## src/rtl/l2_frame_ctrl_if.sv

```systemverilog
// ---------------------------------------------------------------------------
// l2_frame_ctrl_if
//
// Purpose:
//   Bundles the handshake and status signals of the layer-2 frame sequencer.
//   The controller connects through the slave modport. The environment that
//   drives it (host, feature source, layer and downstream reader) uses the
//   master modport.
//
// Signals (direction seen from the controller):
//   frame_go     in   1-cycle frame start command
//   abort        in   level, terminates the current frame
//   src_rdy      in   upstream holds a full position burst
//   src_go       out  1-cycle pulse, upstream starts its burst next cycle
//   strt         out  1-cycle pulse to the layer, coincident with src_go
//   bsy_in       in   layer busy
//   out_ack      in   downstream consumed one output word this cycle
//   tx_done      out  1-cycle pulse that rewinds the layer for the next image
//   frame_active out  frame in progress
//   frame_done   out  1-cycle pulse on successful completion
//   err_tmo      out  sticky drain-timeout flag
//   pos_cnt      out  positions issued this frame
//   out_cnt      out  words acknowledged this frame
// ---------------------------------------------------------------------------
interface l2_frame_ctrl_if;
    logic       frame_go;
    logic       abort;
    logic       src_rdy;
    logic       src_go;
    logic       strt;
    logic       bsy_in;
    logic       out_ack;
    logic       tx_done;
    logic       frame_active;
    logic       frame_done;
    logic       err_tmo;
    logic [6:0] pos_cnt;
    logic [9:0] out_cnt;

    // Environment side: issues commands, reports readiness and consumption.
    modport master (
        output frame_go, abort, src_rdy, bsy_in, out_ack,
        input  src_go, strt, tx_done, frame_active, frame_done, err_tmo,
               pos_cnt, out_cnt
    );

    // Controller side.
    modport slave (
        input  frame_go, abort, src_rdy, bsy_in, out_ack,
        output src_go, strt, tx_done, frame_active, frame_done, err_tmo,
               pos_cnt, out_cnt
    );
endinterface

```

## src/rtl/l2_frame_ctrl.sv

```systemverilog
// ---------------------------------------------------------------------------
// l2_frame_ctrl
//
// Purpose:
//   Frame sequencer for the layer-2 convolution datapath. After a frame_go
//   command it issues one strt/src_go pulse per output position whenever the
//   upstream source has a burst ready and the layer is idle. It counts the
//   output words drained downstream. When every position is issued and every
//   word is consumed, it pulses tx_done to rewind the layer for the next
//   image. It also recovers from an abort request or from a stalled drain.
//
// Parameters:
//   N_POS  output positions per frame (1..127)
//   N_OUT  output words downstream must consume per frame (1..1023)
//   TMO    idle cycles tolerated in DRAIN before timing out (1..65535)
//
// Ports:
//   clk    clock
//   rst_n  asynchronous active-low reset, shared with the layer
//   bus    handshake/status bundle (see l2_frame_ctrl_if)
// ---------------------------------------------------------------------------
module l2_frame_ctrl #(
    parameter int N_POS = 98,
    parameter int N_OUT = 392,
    parameter int TMO   = 4095
) (
    input  logic           clk,
    input  logic           rst_n,
    l2_frame_ctrl_if.slave bus
);

    typedef enum logic [2:0] {
        IDLE  = 3'd0,
        ISSUE = 3'd1,
        GAP   = 3'd2,
        WAIT  = 3'd3,
        DRAIN = 3'd4,
        FIN   = 3'd5
    } state_t;

    localparam logic [6:0]  POS_LAST = 7'(N_POS);
    localparam logic [9:0]  OUT_LAST = 10'(N_OUT);
    localparam logic [9:0]  OUT_SAT  = 10'h3FF;
    localparam logic [16:0] TMO_LIM  = 17'(TMO);

    state_t      state;
    state_t      state_nxt;

    logic        go_ok;
    logic        issue;
    logic        tmo_hit;
    logic        drain_ok;

    logic [6:0]  pos_cnt_q;
    logic [9:0]  out_cnt_q;
    logic [15:0] idle_cnt;
    logic        err_tmo_q;
    logic        strt_q;
    logic        tx_done_q;
    logic        frame_done_q;

    // The idle counter would reach TMO on this edge if no word is consumed,
    // so the timeout fires exactly TMO idle cycles after the last ack.
    logic        idle_expire;
    assign idle_expire = !bus.out_ack && (({1'b0, idle_cnt} + 17'd1) == TMO_LIM);

    // State register.
    always_ff @(posedge clk or negedge rst_n) begin
        if (!rst_n) begin
            state <= IDLE;
        end else begin
            state <= state_nxt;
        end
    end

    // Next-state decode and the single-cycle decision strobes. Abort wins
    // over timeout, and timeout wins over the normal transition. FIN is not
    // re-entered by abort, so that a held abort cannot trap the FSM there.
    always_comb begin
        state_nxt = state;
        go_ok     = 1'b0;
        issue     = 1'b0;
        tmo_hit   = 1'b0;
        drain_ok  = 1'b0;

        case (state)
            IDLE: begin
                if (bus.frame_go) begin
                    go_ok     = 1'b1;
                    state_nxt = ISSUE;
                end
            end

            ISSUE: begin
                if (bus.abort) begin
                    state_nxt = FIN;
                end else if (bus.src_rdy && !bus.bsy_in) begin
                    issue     = 1'b1;
                    state_nxt = GAP;
                end
            end

            // The layer's busy flag only rises one cycle after strt, so
            // bsy_in is not trusted here.
            GAP: begin
                if (bus.abort) begin
                    state_nxt = FIN;
                end else begin
                    state_nxt = WAIT;
                end
            end

            WAIT: begin
                if (bus.abort) begin
                    state_nxt = FIN;
                end else if (!bus.bsy_in) begin
                    if (pos_cnt_q < POS_LAST) begin
                        state_nxt = ISSUE;
                    end else begin
                        state_nxt = DRAIN;
                    end
                end
            end

            // The completion test uses the registered count. An ack landing
            // in the same cycle is still counted, but it only takes effect on
            // the following cycle. The >= comparison tolerates words that
            // were over-acknowledged during issue.
            DRAIN: begin
                if (bus.abort) begin
                    state_nxt = FIN;
                end else if (idle_expire) begin
                    tmo_hit   = 1'b1;
                    state_nxt = FIN;
                end else if (out_cnt_q >= OUT_LAST) begin
                    drain_ok  = 1'b1;
                    state_nxt = FIN;
                end
            end

            FIN: begin
                state_nxt = IDLE;
            end

            default: begin
                state_nxt = IDLE;
            end
        endcase
    end

    // Frame counters and error flag. An accepted frame_go clears everything
    // from the previous frame. An abort leaves the counts and err_tmo alone,
    // so software can still inspect how far the frame progressed.
    always_ff @(posedge clk or negedge rst_n) begin
        if (!rst_n) begin
            pos_cnt_q <= 7'd0;
            out_cnt_q <= 10'd0;
            err_tmo_q <= 1'b0;
        end else if (go_ok) begin
            pos_cnt_q <= 7'd0;
            out_cnt_q <= 10'd0;
            err_tmo_q <= 1'b0;
        end else begin
            if (issue) begin
                pos_cnt_q <= pos_cnt_q + 7'd1;
            end
            if ((state != IDLE) && bus.out_ack && (out_cnt_q != OUT_SAT)) begin
                out_cnt_q <= out_cnt_q + 10'd1;
            end
            if (tmo_hit) begin
                err_tmo_q <= 1'b1;
            end
        end
    end

    // Drain idle counter. It only runs in DRAIN and restarts on every
    // consumed word.
    always_ff @(posedge clk or negedge rst_n) begin
        if (!rst_n) begin
            idle_cnt <= 16'd0;
        end else if ((state != DRAIN) || bus.out_ack) begin
            idle_cnt <= 16'd0;
        end else begin
            idle_cnt <= idle_cnt + 16'd1;
        end
    end

    // Registered pulse outputs. strt/src_go come from the ISSUE decision.
    // tx_done and frame_done line up with the single FIN cycle.
    always_ff @(posedge clk or negedge rst_n) begin
        if (!rst_n) begin
            strt_q       <= 1'b0;
            tx_done_q    <= 1'b0;
            frame_done_q <= 1'b0;
        end else begin
            strt_q       <= issue;
            tx_done_q    <= (state_nxt == FIN);
            frame_done_q <= drain_ok && !err_tmo_q;
        end
    end

    assign bus.strt         = strt_q;
    assign bus.src_go       = strt_q;
    assign bus.tx_done      = tx_done_q;
    assign bus.frame_done   = frame_done_q;
    assign bus.frame_active = (state != IDLE);
    assign bus.err_tmo      = err_tmo_q;
    assign bus.pos_cnt      = pos_cnt_q;
    assign bus.out_cnt      = out_cnt_q;

endmodule

```

## src/flat_wrapper.sv

```systemverilog
// flat-port wrapper written by rule: the top's interface ports become plain ports
module l2_frame_ctrl_flat 
#(
    parameter int N_POS = 98,
    parameter int N_OUT = 392,
    parameter int TMO   = 4095
)
  (clk, rst_n, bus_frame_go, bus_abort, bus_src_rdy, bus_bsy_in, bus_out_ack, bus_src_go, bus_strt, bus_tx_done, bus_frame_active, bus_frame_done, bus_err_tmo, bus_pos_cnt, bus_out_cnt);
  l2_frame_ctrl_if bus_i ();
  input  logic clk;
  input  logic rst_n;
  input wire logic [$bits(bus_i.frame_go)-1:0] bus_frame_go;
  input wire logic [$bits(bus_i.abort)-1:0] bus_abort;
  input wire logic [$bits(bus_i.src_rdy)-1:0] bus_src_rdy;
  input wire logic [$bits(bus_i.bsy_in)-1:0] bus_bsy_in;
  input wire logic [$bits(bus_i.out_ack)-1:0] bus_out_ack;
  output wire logic [$bits(bus_i.src_go)-1:0] bus_src_go;
  output wire logic [$bits(bus_i.strt)-1:0] bus_strt;
  output wire logic [$bits(bus_i.tx_done)-1:0] bus_tx_done;
  output wire logic [$bits(bus_i.frame_active)-1:0] bus_frame_active;
  output wire logic [$bits(bus_i.frame_done)-1:0] bus_frame_done;
  output wire logic [$bits(bus_i.err_tmo)-1:0] bus_err_tmo;
  output wire logic [$bits(bus_i.pos_cnt)-1:0] bus_pos_cnt;
  output wire logic [$bits(bus_i.out_cnt)-1:0] bus_out_cnt;
  assign bus_i.frame_go = bus_frame_go;
  assign bus_i.abort = bus_abort;
  assign bus_i.src_rdy = bus_src_rdy;
  assign bus_i.bsy_in = bus_bsy_in;
  assign bus_i.out_ack = bus_out_ack;
  assign bus_src_go = bus_i.src_go;
  assign bus_strt = bus_i.strt;
  assign bus_tx_done = bus_i.tx_done;
  assign bus_frame_active = bus_i.frame_active;
  assign bus_frame_done = bus_i.frame_done;
  assign bus_err_tmo = bus_i.err_tmo;
  assign bus_pos_cnt = bus_i.pos_cnt;
  assign bus_out_cnt = bus_i.out_cnt;
  l2_frame_ctrl #(.N_POS(N_POS), .N_OUT(N_OUT), .TMO(TMO)) u_core (.clk(clk), .rst_n(rst_n), .bus(bus_i));
endmodule
```

## config.mk

```make
export PLATFORM = sky130hd
export DESIGN_NAME = l2_frame_ctrl_flat
export DESIGN_NICKNAME = d
export VERILOG_FILES = /design/src/rtl/l2_frame_ctrl_if.sv /design/src/rtl/l2_frame_ctrl.sv /design/src/flat_wrapper.sv
export SDC_FILE = /design/constraint.sdc
export NUM_CORES = 1
export LEC_CHECK = 0
export ABC_AREA = 1
export CORE_ASPECT_RATIO = 0.75
export CORE_MARGIN = 2
export CORE_UTILIZATION = 35
export DETAILED_ROUTE_END_ITERATION = 10
export DONT_BUFFER_PORTS = 1
export HOLD_SLACK_MARGIN = 0.05
export PLACE_DENSITY = 0.6
export SLEW_MARGIN = 15
export SYNTH_ARGS = -nofsm -noshare
export SYNTH_HDL_FRONTEND = slang
export SYNTH_SLANG_ARGS = --single-unit
```

## constraint.sdc

```tcl
create_clock -name clk -period 2.2 [get_ports clk]
set_input_delay 0.55 -clock clk [delete_from_list [all_inputs] [get_ports clk]]
set_output_delay 0.55 -clock clk [all_outputs]
set_load 0.1 [all_outputs]
```

# After elaboration in Yosys (flattened, before gate mapping)
# Index checks and enable logic that the tools add are counted.
dict set report word_totals {
  reg_bits 40
  input_bits 7
}
dict set report classes {
  n_eq_ne 8
  n_reduce_logical 14
  addsub 4
  n_lt_le_gt_ge 2
  mux 30
}
# op count
set op_table {}
lappend op_table {{two-way mux 3 bit} 10}
lappend op_table {{two-way mux 10 bit} 2}
lappend op_table {{adder 16 x 1 -> 17 bit (second input constant)} 1}
lappend op_table {{== test 17 x 12 -> 1 bit (second input constant)} 1}
lappend op_table {{adder 16 x 1 -> 16 bit (second input constant)} 1}
lappend op_table {{two-way mux 16 bit} 1}
lappend op_table {{case mux 3 bit (5 select lines)} 1}
lappend op_table {{two-way mux 1 bit} 14}
lappend op_table {{two-way mux 7 bit} 2}
lappend op_table {{adder 10 x 1 -> 10 bit (second input constant)} 1}
lappend op_table {{>= comparator 10 x 9 -> 1 bit (second input constant)} 1}
lappend op_table {{!= test 10 bit (second input constant)} 1}
lappend op_table {{adder 7 x 1 -> 7 bit (second input constant)} 1}
lappend op_table {{< comparator 7 bit (second input constant)} 1}
lappend op_table {{== test 3 x 2 -> 1 bit (second input constant)} 2}
lappend op_table {{== test 3 bit (second input constant)} 2}
lappend op_table {{nonzero test 2 bit} 3}
lappend op_table {{logical AND 1 bit} 5}
lappend op_table {{== test 3 x 1 -> 1 bit (second input constant)} 1}
lappend op_table {{zero test 1 bit} 3}
lappend op_table {{zero test 3 bit} 1}
lappend op_table {{!= test 3 bit (second input constant)} 1}
lappend op_table {{nonzero test 3 bit} 1}
lappend op_table {{logical OR 1 bit} 1}

# Depth between registers and ports, before layout
# Gate-level depths: netlist (run 1).
dict set report depth {
  word_depth 8
  mapped_depth 13
}

# Worst setup path before layout (run 1)
# OpenSTA, ideal clock, no wires.
dict set report synth_path {
  path_type {reg-to-reg}
  start {register u_core.out_cnt_q[0] (netlist: u_core.bus.out_cnt[0])}
  end {register u_core.out_cnt_q[7] (netlist: u_core.bus.out_cnt[7])}
  setup_ns 0.124
  stages_incl_launch_ff 11
  t_arrival_ns 2.183
  synth_period_minus_slack_ns 2.307
  setup_slack_ns -0.107
  path_buffers 0
  path_cell_list {dfrtp_1 ha_1 nand3_1 nor2_1 nand3_1 nand2_1 inv_1 nand2_1 nor3_2 a21oi_1 nor2_1}
}
dict set report synth_via {
  elab_chain_cells 3
  word_cells_on_any_way 6
}
# element line_no
set synth_lines {}
lappend synth_lines {{start: declaration} l2_frame_ctrl.sv:55} ;# logic [9:0] out_cnt_q;
lappend synth_lines {{start signal: assignment} l2_frame_ctrl.sv:168} ;# out_cnt_q <= out_cnt_q + 10'd1;
lappend synth_lines {{adder 10 x 1 -> 10 bit or != test 10 bit (tied branches)} {l2_frame_ctrl.sv:168, l2_frame_ctrl.sv:167}}
lappend synth_lines {{two-way mux 10 bit or logical AND 1 bit (tied branches)} l2_frame_ctrl.sv:167} ;# if ((state != IDLE) && bus.out_ack && (out_cnt_q != OUT_SAT)) begin
lappend synth_lines {{two-way mux 10 bit or nonzero test 2 bit (tied branches)} -}
# Several ways; a longest one is shown, not always the timed one. The select of a mux whose other input is x is not followed.
# A chain may end at the register's enable or synchronous reset.

# Worst setup path in the final report (run 1)
dict set report layout_path {
  start {register u_core.state[1]}
  end {output bus_frame_active}
}
dict set report layout_via {
  elab_chain_cells 1
}
# element line_no
set layout_lines {}
lappend layout_lines {{start: declaration} l2_frame_ctrl.sv:46} ;# state_t state;
lappend layout_lines {{start signal: assignment} l2_frame_ctrl.sv:72} ;# state <= state_nxt;
lappend layout_lines {{nonzero test 3 bit} l2_frame_ctrl.sv:206} ;# assign bus.frame_active = (state != IDLE);
lappend layout_lines {{end: declaration} flat_wrapper.sv:20} ;# output wire logic [$bits(bus_i.frame_active)-1:0] bus_frame_active;
# No other way between the ends.

==> results by group, run 1 <==
Outcome
  – Status: complete, no violations

Global routing
  – Overflow after GRT: 0
  – First-pass GRT wire length: 8180 um
  – Largest net degree at the start of global routing: 41
  – Initial antenna violation count: 0
  – Total GRT Usage: 14.5%
  – Number of global-route vias before repair: 1772

Logic synthesis
  – Synthesized area per cell: 7.37 um^2
  – Syn Inst Count: 307
  – Count leader, synth: nand2_1
  – Synthesis-stage register bit count: 40
  – Main synth FF type: dfrtp_1
  – Yosys warning count: 0
  – Main combinational cell family by area after synthesis: simple AND/OR/NAND/NOR gates
  – Commonest cells post-synth: 77 x nand2_1, 43 x inv_1, 40 x dfrtp_1, 40 x nor2_1, 22 x a21oi_1
  – Synth Area in XOR/XNOR: 1.16%
  – EDFF count, synth: 0
  – Share of the synthesized area in the top cell type: 44.2%
  – Unique cell type count in the Yosys netlist: 28
  – Mux cell area share after synthesis: 0%
  – Fraction of the mapped netlist area in adder cells: 2.77%
  – Syn nets: 319
  – Area leader, netlist: dfrtp_1
  – Seq/Total Area, Yosys: 44.2%
  – Async set or reset register ratio after synthesis: 100%
  – Compound-Gate Fraction of Synth Area: 10.2%
  – Synth area leaders: dfrtp_1 44%, nand2_1 13%, inv_1 7.1%
  – Synth Area in Simple Gates: 33.5%
  – Post-Syn Area: 0.00226 mm^2

Final layout
  – Final std cell area, no fill: 0.00266 mm^2
  – Fraction of layout cells with a size suffix above 1: 14.0%
  – N_diodes: 0
  – NumNets Final: 346
  – Synth-to-Final Area Change: 17.5%
  – FILL cells: 622

STA
  – Clock Skews: 0.0118 ns
  – Setup TNS: 0 ns
  – Setup-failing EPs final: 0
  – Unrepaired setup endpoints after global routing: false
  – Slew @ Worst Pin: 0.566 ns
  – Fin crit share: 90.8%
  – Rel. slew slack: 62.2%
  – Tmin final: 2.00 ns
  – Fin. max-slew vios: 0
  – Fmax achieved: 501 MHz
  – Final hold vios: 0

Route
  – Drt initial violations: 88
  – Post-Route WL: 5010 um
  – 1st-pass router iterations: 4
  – Via count: 2010
  – DRC Markers: 0
  – Vias per cell: 4.83
  – DR WL/cell: 12.0 um
  – ANT nets after route: 0

Floorplanning
  – Core area: 0.00629 mm^2
  – Starting Density: 36.0%
  – IO Count: 30
  – Die Wd: 96.8 um
  – Die area: 0.00713 mm^2
  – # rows: 25
  – Die Height: 73.6 um

Power
  – Flop pwr share: 35.2%
  – Logic gate share of total power: 41.1%
  – Sw Pwr: 1.18 mW
  – Worst vdd ir: 0.000873 V
  – Net Sw Frac: 46.3%
  – LEAKAGE: 1.20 nW
  – Power density over cell area: 960 mW/mm^2
  – Clock power frac: 23.7%
  – Int Power: 1.37 mW

Clocking
  – CTS max path bufs: 2
  – CTS HTree Levels: 2
  – Num CTS Buffers: 5
  – Worst-path clk slew: 0.09 ns
  – CTS tree: yes
  – CTS root buffer: clkbuf_8
  – Clock sink count: 40
  – Worst skew pair latency: 0.30 ns
  – # Post-CTS Setup Buffers: 0

Placed design
  – Post-DP HPWL: 3740 um
  – GP Congestion: 0.858
  – Port-buffer cells: 0
  – DP Area: 0.00253 mm^2

Critical path
  – Critical Path AT: 1.45 ns
  – Critical Path Sink Type: output pin
  – Worst-path maximum fanout: 5
  – Startpoint types: register
  – Setup CP Type: reg -> out
  – Worst Path Required: 1.65 ns

Worst hold path
  – Hold WC Path Type: in -> async

Flow run
  – Max-cap viol count: 0
-- logic make-up after synthesis --
logic type,count (synthesis)
XOR/XNOR,3
flip-flops,40
AND/OR/NAND/NOR,169
adder cells (fa/ha/maj),5
buffers and inverters,48
AO/OA/AOI/OAI,42
-- worst paths after layout --
kind / start / endpoint / slack (ns) / cells after the start
min in group clk: bus_abort / u_core.state[2] / 0.42 / 2
worst min-delay path: rst_n / u_core.bus.pos_cnt[6] / 0.09 / 1
max in group asynchronous: rst_n / u_core.bus.out_cnt[1] / 1.90 / 1
worst max-delay path: u_core.state[1] / bus_frame_active / 0.20 / 5
worst max register to register: u_core.idle_cnt[0] / u_core.bus.tx_done / 0.35 / 13
worst min register to register: u_core.idle_cnt[0] / u_core.idle_cnt[0] / 0.52 / 1
-- cell type report --
| cell class | instances | area (um^2) | area share [%] |
|---|---|---|---|
| timing repair buffer | 23 | 198 | 7.44 |
| inverter | 45 | 169 | 6.36 |
| sequential | 40 | 1000 | 37.8 |
| tap | 81 | 101 | 3.81 |
| multi-input combinational | 219 | 1080 | 40.5 |
| clock inverter | 2 | 35.0 | 1.32 |
| clock buffer | 6 | 72.6 | 2.73 |
-- through the flow --
step	hold WS (ns)	cells	total power [mW]	util (%)	worst slack, ns
detailed placement	0.256	407	1.94	40.2	0.385
CTS	0.0964	416	2.57	42.3	0.202
floorplan	0.254	307	1.73	-	0.104
finish	0.0925	416	2.55	42.3	0.203
global route	0.101	416	2.68	42.3	0.109
global placement	0.256	407	1.95	40.2	0.348
-- state kept, by name, summed over array words and instances, names as in the netlist --
signal and count:
u_core.state 3, u_core.bus.err_tmo 1, u_core.bus.frame_done 1, u_core.bus.pos_cnt 7
u_core.bus.tx_done 1, u_core.bus.src_go 1, u_core.bus.out_cnt 10, u_core.idle_cnt 16
-- timing repair --
item / in CTS / in global routing
hold buffers: 1 / 0
gates resized for setup: 0 / 0
endpoints found under the hold margin: 40 / 0
endpoints found under the setup margin: 0 / 0
-- cells in the final DEF (no fill, tap or decap), drive strengths merged, types with 2 or more instances in the layout --
cell type  Yosys  final
nand4          9      9
a211oi         3      3
o21ai         12     12
o21bai         2      2
nor3           9      9
xor2           3      3
inv           45     45
nand3         22     22
ha             5      5
a21oi         22     22
nand2         80     80
buf            1     23
nor2          46     46
clkbuf         2      6
dfrtp         40     40
-- worst max-delay path, cell delays in order (launching register included) --
cell and delay (ns):
dfrtp_1 0.44, nor2_1 0.14, inv_1 0.07, nor2_1 0.19, inv_1 0.07, buf_4 0.23
-- metal layers --
layer	global-route usage (%)	wire length, um
met5	0	0
met4	5.16	69
met3	3.24	240
met2	20.9	2070
met1	21.5	2630
-- power groups by stage --
stage               combinational (mW)  sequential (mW)  clock, mW
finish                            1.05            0.898      0.604
global route                      1.13            0.910      0.644
detailed placement                1.03            0.914          0
floorplan                        0.426             1.30          0
global placement                  1.03            0.913          0
CTS                               1.05            0.900      0.619
Power figures use the tool's default switching activity.
==> run 2: changes to the inputs <==
--- a/config.mk
+++ b/config.mk
@@ -6,13 +6,15 @@
 export NUM_CORES = 1
 export LEC_CHECK = 0
 export ABC_AREA = 1
+export CELL_PAD_IN_SITES_DETAIL_PLACEMENT = 0
+export CELL_PAD_IN_SITES_GLOBAL_PLACEMENT = 1
 export CORE_ASPECT_RATIO = 0.75
 export CORE_MARGIN = 2
 export CORE_UTILIZATION = 35
 export DETAILED_ROUTE_END_ITERATION = 10
 export DONT_BUFFER_PORTS = 1
 export HOLD_SLACK_MARGIN = 0.05
-export PLACE_DENSITY = 0.6
+export PLACE_DENSITY = 0.74
 export SLEW_MARGIN = 15
 export SYNTH_ARGS = -nofsm -noshare
 export SYNTH_HDL_FRONTEND = slang
==> run 2 against run 1 <==
Against the previous run: global-route usage rose by 1.4 points; sequential share of layout area barely moved; non-clock buffer count rose by 1; combinational power barely moved; register-to-register slack got worse by 0.05 ns; critical path depth did not move; final area barely moved; setup slack improved by 0.023 ns; worst hold slack improved by 0.0033 ns; power rose by 0.23%; routed wire length rose by 8.6%.
==> results by group, run 2 (same netlist as run 1, synthesis figures left out) <==
Outcome
  – Status: complete, no violations (unchanged)

Critical path
  – R2R Path End: u_core.bus.tx_done (unchanged)
  – Critical Path AT: 1.42 ns (was 1.45 ns)
  – Worst-path maximum fanout: 5 (unchanged)
  – Slowest cell on the critical path: dfrtp_1 (unchanged)
  – Startpoint types: register (unchanged)
  – Reg2Reg Depth: 13 (unchanged)
  – Reg2Reg Setup Slack: 0.30 ns (was 0.35 ns)
  – Reg2reg start: u_core.idle_cnt[0] (unchanged)
  – Worst Path Required: 1.65 ns (about the same)
  – Top delay family on crit path: flip-flops (unchanged)
  – Setup CP Type: reg -> out (unchanged)
  – Worst path max stage delay: 0.44 ns (about the same)
  – Critical Path Sink Type: output pin (unchanged)
  – Critical Path, Cell by Cell: nor2_1 -> inv_1 -> nor2_1 -> inv_1 -> buf_4 (unchanged)
  – Buf+Inv Stages, Crit Path: 3 (unchanged)

Final layout
  – Most common cell after layout, fill and taps aside: nand2_1 (unchanged)
  – Synth-to-Final Area Change: 17.6% (was 17.5%)
  – Largest register FFs: 16 (unchanged)
  – NumNets Final: 347 (was 346)
  – Final std cell area, no fill: 0.00266 mm^2 (about the same)
  – Post-Layout Cell Count: 417 (was 416)
  – Most frequent cells in the layout: 77 x nand2_1, 43 x inv_1, 40 x nor2_1, 37 x dfrtp_1, 23 x buf_4 (was 77 x nand2_1, 43 x inv_1, 40 x nor2_1, 37 x dfrtp_1, 22 x a21oi_1)
  – N_diodes: 0 (unchanged)
  – Fraction of layout cells with a size suffix above 1: 14.3% (was 14.0%)
  – Reg with most FFs: u_core.idle_cnt (unchanged)

Clocking
  – # Post-CTS Setup Buffers: 0 (unchanged)
  – CTS max path bufs: 2 (unchanged)
  – Worst skew pair latency: 0.29 ns (was 0.30 ns)
  – CTS Hold Bufs: 1 (unchanged)
  – CTS tree: yes (unchanged)
  – Num CTS Buffers: 5 (unchanged)
  – Clock sink count: 40 (unchanged)
  – Worst-path clk slew: 0.08 ns (was 0.09 ns)
  – CTS root buffer: clkbuf_8 (unchanged)
  – CTS HTree Levels: 2 (unchanged)
  – Post-CTS Resized: 0 (unchanged)

STA
  – Clock Skews: 0.00789 ns (was 0.0118 ns)
  – Setup TNS: 0 ns (unchanged)
  – Fmax achieved: 507 MHz (was 501 MHz)
  – Unrepaired setup endpoints after global routing: false (unchanged)
  – Setup-failing EPs final: 0 (unchanged)
  – Slew @ Worst Pin: 0.602 ns (was 0.566 ns)
  – Fin crit share: 89.7% (was 90.8%)
  – Tmin final: 1.97 ns (was 2.00 ns)
  – Final hold vios: 0 (unchanged)
  – Min Hold Slack: 0.0958 ns (was 0.0925 ns)
  – Fin. max-slew vios: 0 (unchanged)
  – Rel. slew slack: 59.8% (was 62.2%)

Power
  – Power density over cell area: 961 mW/mm^2 (was 960 mW/mm^2)
  – Power, Total: 2.56 mW (was 2.55 mW)
  – Worst vdd ir: 0.000659 V (was 0.000873 V)
  – Sw Pwr: 1.18 mW (about the same)
  – LEAKAGE: 1.21 nW (was 1.20 nW)
  – Flop pwr share: 35.0% (was 35.2%)
  – Int Power: 1.37 mW (about the same)
  – Logic gate share of total power: 41.6% (was 41.1%)
  – Net Sw Frac: 46.2% (was 46.3%)
  – Clock power frac: 23.4% (was 23.7%)

Floorplanning
  – Die Height: 73.6 um (unchanged)
  – IO Count: 30 (unchanged)
  – Core area: 0.00629 mm^2 (unchanged)
  – Die area: 0.00713 mm^2 (unchanged)
  – Die Wd: 96.8 um (unchanged)
  – # rows: 25 (unchanged)
  – Starting Density: 36.0% (unchanged)

Placed design
  – Port-buffer cells: 0 (unchanged)
  – Post-DP HPWL: 4050 um (was 3740 um)
  – DP Area: 0.00252 mm^2 (was 0.00253 mm^2)
  – Cells after DPL: 408 (was 407)
  – GP Congestion: 0.809 (was 0.858)

Worst hold path
  – Hold WC Path Type: in -> async (unchanged)

Route
  – Via count: 2015 (was 2010)
  – Vias per cell: 4.83 (about the same)
  – DR WL/cell: 13.0 um (was 12.0 um)
  – Drt initial violations: 129 (was 88)
  – ANT nets after route: 0 (unchanged)
  – Post-Route WL: 5440 um (was 5010 um)
  – DRC Markers: 0 (unchanged)
  – 1st-pass router iterations: 4 (unchanged)

Global routing
  – Number of global-route vias before repair: 1788 (was 1772)
  – Total GRT Usage: 15.9% (was 14.5%)
  – Largest net degree at the start of global routing: 41 (unchanged)
  – Overflow after GRT: 0 (unchanged)
  – First-pass GRT wire length: 8950 um (was 8180 um)
  – Initial antenna violation count: 0 (unchanged)

Flow run
  – Max-cap viol count: 0 (unchanged)
==> run 2: metal layers <==
metal | up-vias | wire length, um | part of all wire (%) | global-route usage (%)
li1 | 1048 | - | - | -
met5 | - | 0 | 0 | 0
met2 | 52 | 2100 | 39 | 20.9
met3 | 5 | 315 | 5.8 | 3.43
met4 | 0 | 46 | 0.85 | 3.29
met1 | 910 | 2980 | 55 | 26.1
==> run 2: how the worst max path moves through the flow <==
| stage | cells after the start | endpoint | slack (ns) | start |
|---|---|---|---|---|
| 4_1_cts | 5 | bus_frame_active | 0.19 | u_core.state[1] |
| 3_5_place_dp | 13 | u_core.bus.tx_done | 0.31 | u_core.idle_cnt[0] |
| 6_report | 5 | bus_frame_active | 0.23 | u_core.state[1] |
| 3_3_place_gp | 13 | u_core.bus.tx_done | 0.33 | u_core.idle_cnt[0] |
| 2_1_floorplan | 9 | u_core.bus.out_cnt[7] | 0.10 | u_core.bus.out_cnt[3] |
| 5_1_grt | 5 | bus_frame_active | 0.04 | u_core.state[1] |
==> run 2: worst register-to-register path, stage by stage, from the launching register on <==
cell and delay (ns):
dfrtp_1 0.40, ha_1 0.21, inv_1 0.09, nor2_4 0.18
nand2_1 0.07, nand2_1 0.06, nand2_1 0.09, nor2_1 0.11
nand2_1 0.06, nor2_1 0.10, nand3_1 0.12, nand2_1 0.09
nand2_1 0.06, a21oi_1 0.16
==> run 2: power by group through the flow <==
stage,Sequential [mW],Combinational [mW],Clock (mW)
finish,0.894,1.06,0.598
global route,0.905,1.15,0.655
CTS,0.893,1.07,0.624
global placement,0.909,1.05,0
detailed placement,0.908,1.05,0
floorplan,1.30,0.426,0
==> run 2: final cells by class <==
cell class                      instances  area [um^2]
Clock inverter                          2         35.0
Multi-Input combinational cell        219         1080
Fill cell                             655         3630
Inverter                               45          169
Clock buffer                            6         72.6
Sequential cell                        40         1000
Tap cell                               81          101
Timing Repair Buffer                   24          200
==> run 2: stage by stage <==
step	utilization (%)	worst slack (ns)
final	42.3	0.226
after global routing	42.3	0.0399
after CTS	42.3	0.191
after detailed placement	40.2	0.305
after global placement	40.2	0.325
after floorplan	-	0.104
